### src/rtl/noc_node_interface_if.sv
// Local-core and switch-port signals of one NoC endpoint.
// The slave modport is the node's view; master is the core/switch side.
interface noc_node_interface_if;
   logic [23:0] i_tx_payload;
   logic [7:0]  i_tx_dest;
   logic        i_tx_valid;
   logic        o_tx_ready;
   logic [31:0] o_data;
   logic        o_data_valid;
   logic        i_data_ready;
   logic [31:0] i_data;
   logic        i_data_valid;
   logic        o_data_ready;
   logic [23:0] o_rx_payload;
   logic        o_rx_valid;
   logic        i_rx_ready;

   modport slave (
      input  i_tx_payload, i_tx_dest, i_tx_valid, i_data_ready,
      input  i_data, i_data_valid, i_rx_ready,
      output o_tx_ready, o_data, o_data_valid, o_data_ready,
      output o_rx_payload, o_rx_valid
   );

   modport master (
      output i_tx_payload, i_tx_dest, i_tx_valid, i_data_ready,
      output i_data, i_data_valid, i_rx_ready,
      input  o_tx_ready, o_data, o_data_valid, o_data_ready,
      input  o_rx_payload, o_rx_valid
   );
endinterface

### src/rtl/noc_node_interface.sv
// NoC endpoint: packs payloads into {dest,payload} flits, filters incoming flits by NodeId.
// One-cycle latency each way through a FIFO; readies depend only on FIFO occupancy.
module noc_node_interface_fifo #(
   parameter int Width = 32,
   parameter int Depth = 4
) (
   input  logic             clk_i,
   input  logic             rst_ni,
   input  logic             push_i,
   input  logic [Width-1:0] wdata_i,
   input  logic             pop_i,
   output logic [Width-1:0] rdata_o,
   output logic             full_o,
   output logic             empty_o
);
   localparam int AW = $clog2(Depth);

   logic [AW:0]      wr_ptr_q, wr_ptr_d, rd_ptr_q, rd_ptr_d;
   logic [Width-1:0] mem_q [Depth];
   logic             push, pop;

   // Extra pointer MSB distinguishes a full buffer from an empty one.
   assign empty_o = (wr_ptr_q == rd_ptr_q);
   assign full_o  = (wr_ptr_q[AW] != rd_ptr_q[AW]) &&
                    (wr_ptr_q[AW-1:0] == rd_ptr_q[AW-1:0]);
   assign push    = push_i && !full_o;
   assign pop     = pop_i && !empty_o;
   assign rdata_o = mem_q[rd_ptr_q[AW-1:0]];

   assign wr_ptr_d = wr_ptr_q + {{AW{1'b0}}, push};
   assign rd_ptr_d = rd_ptr_q + {{AW{1'b0}}, pop};

   always_ff @(posedge clk_i or negedge rst_ni) begin
      if (!rst_ni) begin
         wr_ptr_q <= '0;
         rd_ptr_q <= '0;
      end else begin
         wr_ptr_q <= wr_ptr_d;
         rd_ptr_q <= rd_ptr_d;
      end
   end

   always_ff @(posedge clk_i) begin
      if (push) mem_q[wr_ptr_q[AW-1:0]] <= wdata_i;
   end
endmodule

module noc_node_interface #(
   parameter int         DataWidth = 32,
   parameter logic [7:0] NodeId    = 8'd0,
   parameter int         TxDepth   = 4,
   parameter int         RxDepth   = 4
) (
   input  logic                 i_clk,
   input  logic                 i_reset_n,
   noc_node_interface_if.slave  bus,
   output logic [15:0]          o_tx_count,
   output logic [15:0]          o_rx_count,
   output logic [15:0]          o_drop_count
);
   logic [DataWidth-1:0] tx_flit, tx_head;
   logic                 tx_full, tx_empty, tx_push, tx_pop;
   logic                 rx_full, rx_empty, rx_hs, rx_match, rx_push, rx_pop, drop;
   logic [15:0]          tx_cnt_q, tx_cnt_d, rx_cnt_q, rx_cnt_d, drop_cnt_q, drop_cnt_d;

   assign tx_flit = {bus.i_tx_dest, bus.i_tx_payload};
   assign tx_push = bus.i_tx_valid && !tx_full;
   assign tx_pop  = !tx_empty && bus.i_data_ready;

   noc_node_interface_fifo #(.Width(DataWidth), .Depth(TxDepth)) u_tx_fifo (
      .clk_i(i_clk), .rst_ni(i_reset_n), .push_i(tx_push), .wdata_i(tx_flit),
      .pop_i(tx_pop), .rdata_o(tx_head), .full_o(tx_full), .empty_o(tx_empty)
   );

   assign bus.o_tx_ready   = !tx_full;
   assign bus.o_data       = tx_head;
   assign bus.o_data_valid = !tx_empty;

   // Misrouted flits are only consumed while the RX FIFO has room.
   assign rx_hs    = bus.i_data_valid && !rx_full;
   assign rx_match = (bus.i_data[31:24] == NodeId);
   assign rx_push  = rx_hs && rx_match;
   assign drop     = rx_hs && !rx_match;
   assign rx_pop   = !rx_empty && bus.i_rx_ready;

   noc_node_interface_fifo #(.Width(24), .Depth(RxDepth)) u_rx_fifo (
      .clk_i(i_clk), .rst_ni(i_reset_n), .push_i(rx_push), .wdata_i(bus.i_data[23:0]),
      .pop_i(rx_pop), .rdata_o(bus.o_rx_payload), .full_o(rx_full), .empty_o(rx_empty)
   );

   assign bus.o_data_ready = !rx_full;
   assign bus.o_rx_valid   = !rx_empty;

   function automatic logic [15:0] sat_inc(input logic [15:0] cnt, input logic inc);
      return (inc && cnt != 16'hFFFF) ? cnt + 16'd1 : cnt;
   endfunction

   assign tx_cnt_d   = sat_inc(tx_cnt_q, tx_pop);
   assign rx_cnt_d   = sat_inc(rx_cnt_q, rx_pop);
   assign drop_cnt_d = sat_inc(drop_cnt_q, drop);

   always_ff @(posedge i_clk or negedge i_reset_n) begin
      if (!i_reset_n) begin
         tx_cnt_q   <= '0;
         rx_cnt_q   <= '0;
         drop_cnt_q <= '0;
      end else begin
         tx_cnt_q   <= tx_cnt_d;
         rx_cnt_q   <= rx_cnt_d;
         drop_cnt_q <= drop_cnt_d;
      end
   end

   assign o_tx_count   = tx_cnt_q;
   assign o_rx_count   = rx_cnt_q;
   assign o_drop_count = drop_cnt_q;
endmodule

### src/flat_wrapper.sv
// flat-port wrapper written by rule: the top's interface ports become plain ports
module noc_node_interface_flat 
#(
   parameter int         DataWidth = 32,
   parameter logic [7:0] NodeId    = 8'd0,
   parameter int         TxDepth   = 4,
   parameter int         RxDepth   = 4
)
  (i_clk, i_reset_n, o_tx_count, o_rx_count, o_drop_count, bus_i_tx_payload, bus_i_tx_dest, bus_i_tx_valid, bus_i_data_ready, bus_i_data, bus_i_data_valid, bus_i_rx_ready, bus_o_tx_ready, bus_o_data, bus_o_data_valid, bus_o_data_ready, bus_o_rx_payload, bus_o_rx_valid);
  noc_node_interface_if bus_i ();
  input  logic i_clk;
  input  logic i_reset_n;
  output logic [15:0] o_tx_count;
  output logic [15:0] o_rx_count;
  output logic [15:0] o_drop_count;
  input wire logic [$bits(bus_i.i_tx_payload)-1:0] bus_i_tx_payload;
  input wire logic [$bits(bus_i.i_tx_dest)-1:0] bus_i_tx_dest;
  input wire logic [$bits(bus_i.i_tx_valid)-1:0] bus_i_tx_valid;
  input wire logic [$bits(bus_i.i_data_ready)-1:0] bus_i_data_ready;
  input wire logic [$bits(bus_i.i_data)-1:0] bus_i_data;
  input wire logic [$bits(bus_i.i_data_valid)-1:0] bus_i_data_valid;
  input wire logic [$bits(bus_i.i_rx_ready)-1:0] bus_i_rx_ready;
  output wire logic [$bits(bus_i.o_tx_ready)-1:0] bus_o_tx_ready;
  output wire logic [$bits(bus_i.o_data)-1:0] bus_o_data;
  output wire logic [$bits(bus_i.o_data_valid)-1:0] bus_o_data_valid;
  output wire logic [$bits(bus_i.o_data_ready)-1:0] bus_o_data_ready;
  output wire logic [$bits(bus_i.o_rx_payload)-1:0] bus_o_rx_payload;
  output wire logic [$bits(bus_i.o_rx_valid)-1:0] bus_o_rx_valid;
  assign bus_i.i_tx_payload = bus_i_tx_payload;
  assign bus_i.i_tx_dest = bus_i_tx_dest;
  assign bus_i.i_tx_valid = bus_i_tx_valid;
  assign bus_i.i_data_ready = bus_i_data_ready;
  assign bus_i.i_data = bus_i_data;
  assign bus_i.i_data_valid = bus_i_data_valid;
  assign bus_i.i_rx_ready = bus_i_rx_ready;
  assign bus_o_tx_ready = bus_i.o_tx_ready;
  assign bus_o_data = bus_i.o_data;
  assign bus_o_data_valid = bus_i.o_data_valid;
  assign bus_o_data_ready = bus_i.o_data_ready;
  assign bus_o_rx_payload = bus_i.o_rx_payload;
  assign bus_o_rx_valid = bus_i.o_rx_valid;
  noc_node_interface #(.DataWidth(DataWidth), .NodeId(NodeId), .TxDepth(TxDepth), .RxDepth(RxDepth)) u_core (.i_clk(i_clk), .i_reset_n(i_reset_n), .bus(bus_i), .o_tx_count(o_tx_count), .o_rx_count(o_rx_count), .o_drop_count(o_drop_count));
endmodule
### config.mk
export PLATFORM = sky130hd
export DESIGN_NAME = noc_node_interface_flat
export DESIGN_NICKNAME = d
export VERILOG_FILES = /design/src/rtl/noc_node_interface_if.sv /design/src/rtl/noc_node_interface.sv /design/src/flat_wrapper.sv
export SDC_FILE = /design/constraint.sdc
export NUM_CORES = 1
export LEC_CHECK = 0
export ABC_AREA = 1
export CAP_MARGIN = 5
export CORE_UTILIZATION = 50
export DETAILED_ROUTE_END_ITERATION = 8
export GPL_ROUTABILITY_DRIVEN = 0
export HOLD_SLACK_MARGIN = 0.06
export PLACE_DENSITY = 0.8
export SLEW_MARGIN = 20
export SYNTH_ARGS = -nofsm -noshare
export SYNTH_HDL_FRONTEND = slang
export SYNTH_SLANG_ARGS = --single-unit
### constraint.sdc
create_clock -name i_clk -period 4.05 [get_ports i_clk]
set_clock_uncertainty 0.1 [all_clocks]
set_input_delay 1.215 -clock i_clk [delete_from_list [all_inputs] [get_ports i_clk]]
set_output_delay 1.215 -clock i_clk [all_outputs]
set_load 0.005 [all_outputs]
### Word-level counts from Yosys, hierarchy flattened

Memory sizes are Yosys's and may differ from the RTL's.
Index checks and enable logic that the tools add are counted.

| operators by class | value |
|---|---|
| reductions and logical operators | 21 |
| add/sub/neg operators | 7 |
| multiplexer cells | 4 |
| eq/ne operators | 9 |

Operator list:

| kind | number |
|---|---|
| $add A16 B1 Y16 const B | 3 |
| $ne A16 B16 Y1 const B | 3 |
| $logic_and A1 B1 Y1 | 15 |
| $add A3 B1 Y3 | 4 |
| $logic_not A8 Y1 | 1 |
| $eq A3 B3 Y1 | 2 |
| $logic_not A1 Y1 | 5 |
| $eq A2 B2 Y1 | 2 |
| $mux W1 | 4 |
| $ne A1 B1 Y1 | 2 |

| storage, ports and cells | value |
|---|---|
| word-level logic and storage cells | 50 |
| flip-flop bits (word level) | 60 |
| memories kept | 2 |
| input bits | 70 |
| memory bits (writable) | 224 |
| output and inout bits | 108 |

Memory list:

| memory | words | width | rd ports | clocked after memory_dff | write ports | RTL line | text |
|---|---|---|---|---|---|---|---|
| u_core.u_tx_fifo.mem_q | 4 | 32 | 1 | 0 | 1 | noc_node_interface.sv:19 | `logic [Width-1:0] mem_q [Depth];` |
| u_core.u_rx_fifo.mem_q | 4 | 24 | 1 | 0 | 1 | noc_node_interface.sv:19 |  |

### Longest topological paths before layout

| depth | value |
|---|---|
| word-level depth | 8 |
| mapped depth | 11 |
| mapped depth without buffers | 10 |

### Cells and area by module

A second synthesis with hierarchy kept.

| unflattened totals | value |
|---|---|
| cells, all modules | 1060 |
| area, all modules | 12308.1 um^2 |

By module, submodules not included:

| module | sequential area each (um^2) | times used | area each (um^2) | cells an instance |
|---|---|---|---|---|
| noc_node_interface_fifo at u_core.u_tx_fifo | 3993.8 | 1 | 5101.1 | 348 |
| noc_node_interface_fifo at u_core.u_rx_fifo | 3032.9 | 1 | 4200.3 | 271 |
| noc_node_interface | 1201.2 | 1 | 3006.6 | 441 |

### Worst setup path before layout

Ideal clock, no wire load.

| path | value |
|---|---|
| path kind | input to register |
| start point | input port bus_i_tx_valid |
| end point | memory u_core.u_tx_fifo.mem_q[2][0] (enable) |
| required time | 3489 ps |
| path buffers | 0 |
| stages on the path | 2 |
| setup time | 461 ps |
| arrival time | 3525 ps |
| path slack | -36 ps |
| cells stage by stage | nand2_1 -> nor3_1 |

| between the ends | value |
|---|---|
| word-level cells in the longest chain between the ends | 4 |

RTL lines:

| what | RTL line | text |
|---|---|---|
| start, declared | flat_wrapper.sv:18 | `input wire logic [$bits(bus_i.i_tx_valid)-1:0] bus_i_tx_valid;` |
| $logic_and A1 B1 Y1 | noc_node_interface.sv:67 | `assign tx_push = bus.i_tx_valid && !tx_full;` |
| $logic_and A1 B1 Y1 | noc_node_interface.sv:26 | `assign push = push_i && !full_o;` |
| $mux W1 | noc_node_interface.sv:44 | `if (push) mem_q[wr_ptr_q[AW-1:0]] <= wdata_i;` |
| $mux W1 (implied by the code) | noc_node_interface.sv:44 |  |
| end, declared | noc_node_interface.sv:19 |  |

Every way passes these cells.

### Final worst setup path

| path | value |
|---|---|
| start point | register u_core.u_tx_fifo.rd_ptr_q[0] |
| end point | output port bus_o_data[11] |

| between the ends | value |
|---|---|
| word-level cells in the longest chain between the ends | 1 |

RTL lines:

| what | RTL line | text |
|---|---|---|
| start, declared | noc_node_interface.sv:18 | `logic [AW:0] wr_ptr_q, wr_ptr_d, rd_ptr_q, rd_ptr_d;` |
| start signal, assigned | noc_node_interface.sv:39 | `rd_ptr_q <= rd_ptr_d;` |
| $mem_v2 Z4 W32 | - |  |
| end, declared | flat_wrapper.sv:24 | `output wire logic [$bits(bus_i.o_data)-1:0] bus_o_data;` |

Every way passes these cells.

==> results.cfg <==
[status]
outcome = completed

[cts]
cts_setup_buffers = 0
ctsResizeCount = 0
clockBufferDepth = 3
clock_latency_ns = 0.54
cts.sinks = 284
numCtsBuffers = 30
cts_tree = yes
cts.clk_slew.worst_paths_ns = 0.06
cts_max_level = 1
root_buffer = clkbuf_16
ctsHoldBuffers = 0

[synthesis]
yosysWarnings = 0
postSynthCellCount = 1051
yosysSeqAreaShare = 0.685
ys_ff_latch = 284
synth_fp_nets = 1132
syn_area_per_cell_sq_um = 11.4
syn_area_sq_mm = 0.0120
synth.distinct_cells = 31

[global_routing]
grtUsageTotal = 0.206
grt_pass1_vias = 7961
antenna_found_initial = 0
grt_max_degree = 67
overflow = 0
grt_pass1_wl_microns = 40000

[run]
cap_viol_max_count = 0

[pwr]
ir_drop_v = 0.000461
power.density_mw_per_mm2 = 641
power_mw = 9.79
power.leakage_nw = 5.91

[die]
die_width_microns = 157
row_count = 56
die_h_microns = 157
num_io_pins = 178
coreArea_sq_mm = 0.0235
dieArea_sq_mm = 0.0246
start_util = 0.510

[routing]
vias = 8319
vias_per_cell = 5.25
wl_microns = 25700
first_pass_iters = 4
wl_per_cell_microns = 16.2
drt-initial-drc-count = 768
drcViolationCount = 0
drtAntennaViolNets = 0

[finish]
utilization = 0.649
diodes = 0
drive_gt1_frac = 0.0931
finalNonFillerCells = 1586
syn2layout_area_growth_pct = 27.2
final_cell_area_sq_mm = 0.0153
fin_nets = 1324

[sta]
finalHoldViolations = 0
hold_slack_ns = 0.398
max_slew_margin = 0.563
setup_violations = 0
timing.final.crit_share = 0.924
fmax_mhz = 267
worst_pin_slew_ns = 0.655
grt_setup_unrepaired = no
min_period_ns = 3.74
final_max_slew_viol_count = 0

[critical_path]
cp_max_fo = 64
timing.rr.end = u_core.u_tx_fifo.mem_q[3][29]
r2r_cells = 6
cp.arrival_ns = 2.43
critPathLaunchType = register
end_kind = primary output
crit_type = reg -> out
crit_required_ns = 2.73
reg2reg_slack_ns = 1.66
rr_startpoint = u_core.u_tx_fifo.rd_ptr_q[0]
critPathLaunch = u_core.u_tx_fifo.rd_ptr_q[0]
crit_end = bus_o_data[11]

[placement]
dpl.hpwl_microns = 16600
port_buffers = 177
placed_area_sq_mm = 0.0142
placed_cells_incl_taps = 1530

[worst_hold_path]
hp-class = reg -> reg
==> where the power goes <==
part	internal [mW]	total [mW]	leakage [nW]	switching (mW)
registers	3.57	3.75	2.76	0.175
clock network	1.79	2.88	0.521	1.09
logic	1.45	3.16	2.63	1.71
total	6.82	9.79	5.91	2.97
==> metal layers <==
layer  share of wire  GRT usage
met3           0.062     0.0383
met5               0          0
met4           0.018     0.0514
met2            0.50      0.366
met1            0.42      0.260
==> how the worst min path moves through the flow <==
stage | endpoint | cells past startpoint | startpoint
CTS | u_core.u_tx_fifo.rd_ptr_q[2] | 1 | u_core.u_tx_fifo.rd_ptr_q[2]
global placement | u_core.u_tx_fifo.wr_ptr_q[2] | 1 | u_core.u_tx_fifo.wr_ptr_q[2]
global route | u_core.u_tx_fifo.rd_ptr_q[2] | 1 | u_core.u_tx_fifo.rd_ptr_q[2]
detailed placement | u_core.u_tx_fifo.rd_ptr_q[2] | 1 | u_core.u_tx_fifo.rd_ptr_q[2]
floorplan | u_core.u_tx_fifo.rd_ptr_q[2] | 1 | u_core.u_tx_fifo.rd_ptr_q[2]
finish | u_core.u_tx_fifo.rd_ptr_q[2] | 1 | u_core.u_tx_fifo.rd_ptr_q[2]
==> critical path, cell delays in order, from the launching register on <==
cell and delay [ns]:
dfrtp_2 0.41, clkinv_1 0.04, buf_4 0.49, o21ai_0 0.20, o22ai_1 0.16, clkdlybuf4s50_1 0.58
==> cells by family after synthesis <==
family	count (synthesis)	synth area share
flip-flops	284	0.685
AO/OA/AOI/OAI	189	0.0879
XOR/XNOR	38	0.0277
AND/OR/NAND/NOR	432	0.154
adder cells (fa/ha/maj)	11	0.0115
buffers and inverters	97	0.0338
==> cell usage after synthesis, drive strengths merged <==
cell	instances	share of area
buf	10	0.0066
clkbuf	30	0.0094
clkinv	1	0.00031
dfrtp	60	0.13
edfxtp	224	0.56
ha	11	0.011
inv	56	0.018
nand2	220	0.072
nand3	28	0.016
nand3b	2	0.0012
nand4	8	0.0042
nor2	169	0.058
nor3	5	0.0025
o21ai	117	0.049
o21bai	16	0.010
o22ai	56	0.029
xnor2	16	0.012
xor2	22	0.016
==> through the flow <==
stage,worst slack (ns),TNS [ns]
final,0.308,0
after global routing,0.126,0
after CTS,0.264,0
after detailed placement,0.683,0
after global placement,0.710,0
after floorplan,-0.0359,-4.59
==> cell usage in the layout, fill, tap and decap left out, drive strengths merged, types with 22 or more instances in the layout <==
cell | netlist | layout
nand2 | 220 | 220
dfrtp | 60 | 60
nor2 | 169 | 169
o21ai | 117 | 117
inv | 56 | 57
xor2 | 22 | 22
clkdlybuf4s50 | 0 | 176
clkbuf | 30 | 40
nand3 | 28 | 28
buf | 10 | 24
o22ai | 56 | 56
edfxtp | 224 | 224
==> sequential cells by signal, indices dropped and copies added (netlist names) <==
register	flops
u_core.o_rx_count	16
u_core.u_tx_fifo.mem_q	128
u_core.u_rx_fifo.mem_q	96
u_core.u_rx_fifo.rd_ptr_q	3
u_core.o_drop_count	16
u_core.u_tx_fifo.wr_ptr_q	3
u_core.u_rx_fifo.wr_ptr_q	3
u_core.o_tx_count	16
u_core.u_tx_fifo.rd_ptr_q	3
==> area by class of cell <==
class / instances / area (sq um)
fillers: 1755 / 8270
inverters: 57 / 214
flip-flops and latches: 284 / 8230
well taps: 319 / 399
repair buffers: 200 / 1950
clock buffers: 40 / 850
clock inverters: 16 / 221
multi-input cells: 670 / 3410
(Power assumes the default switching activity.)
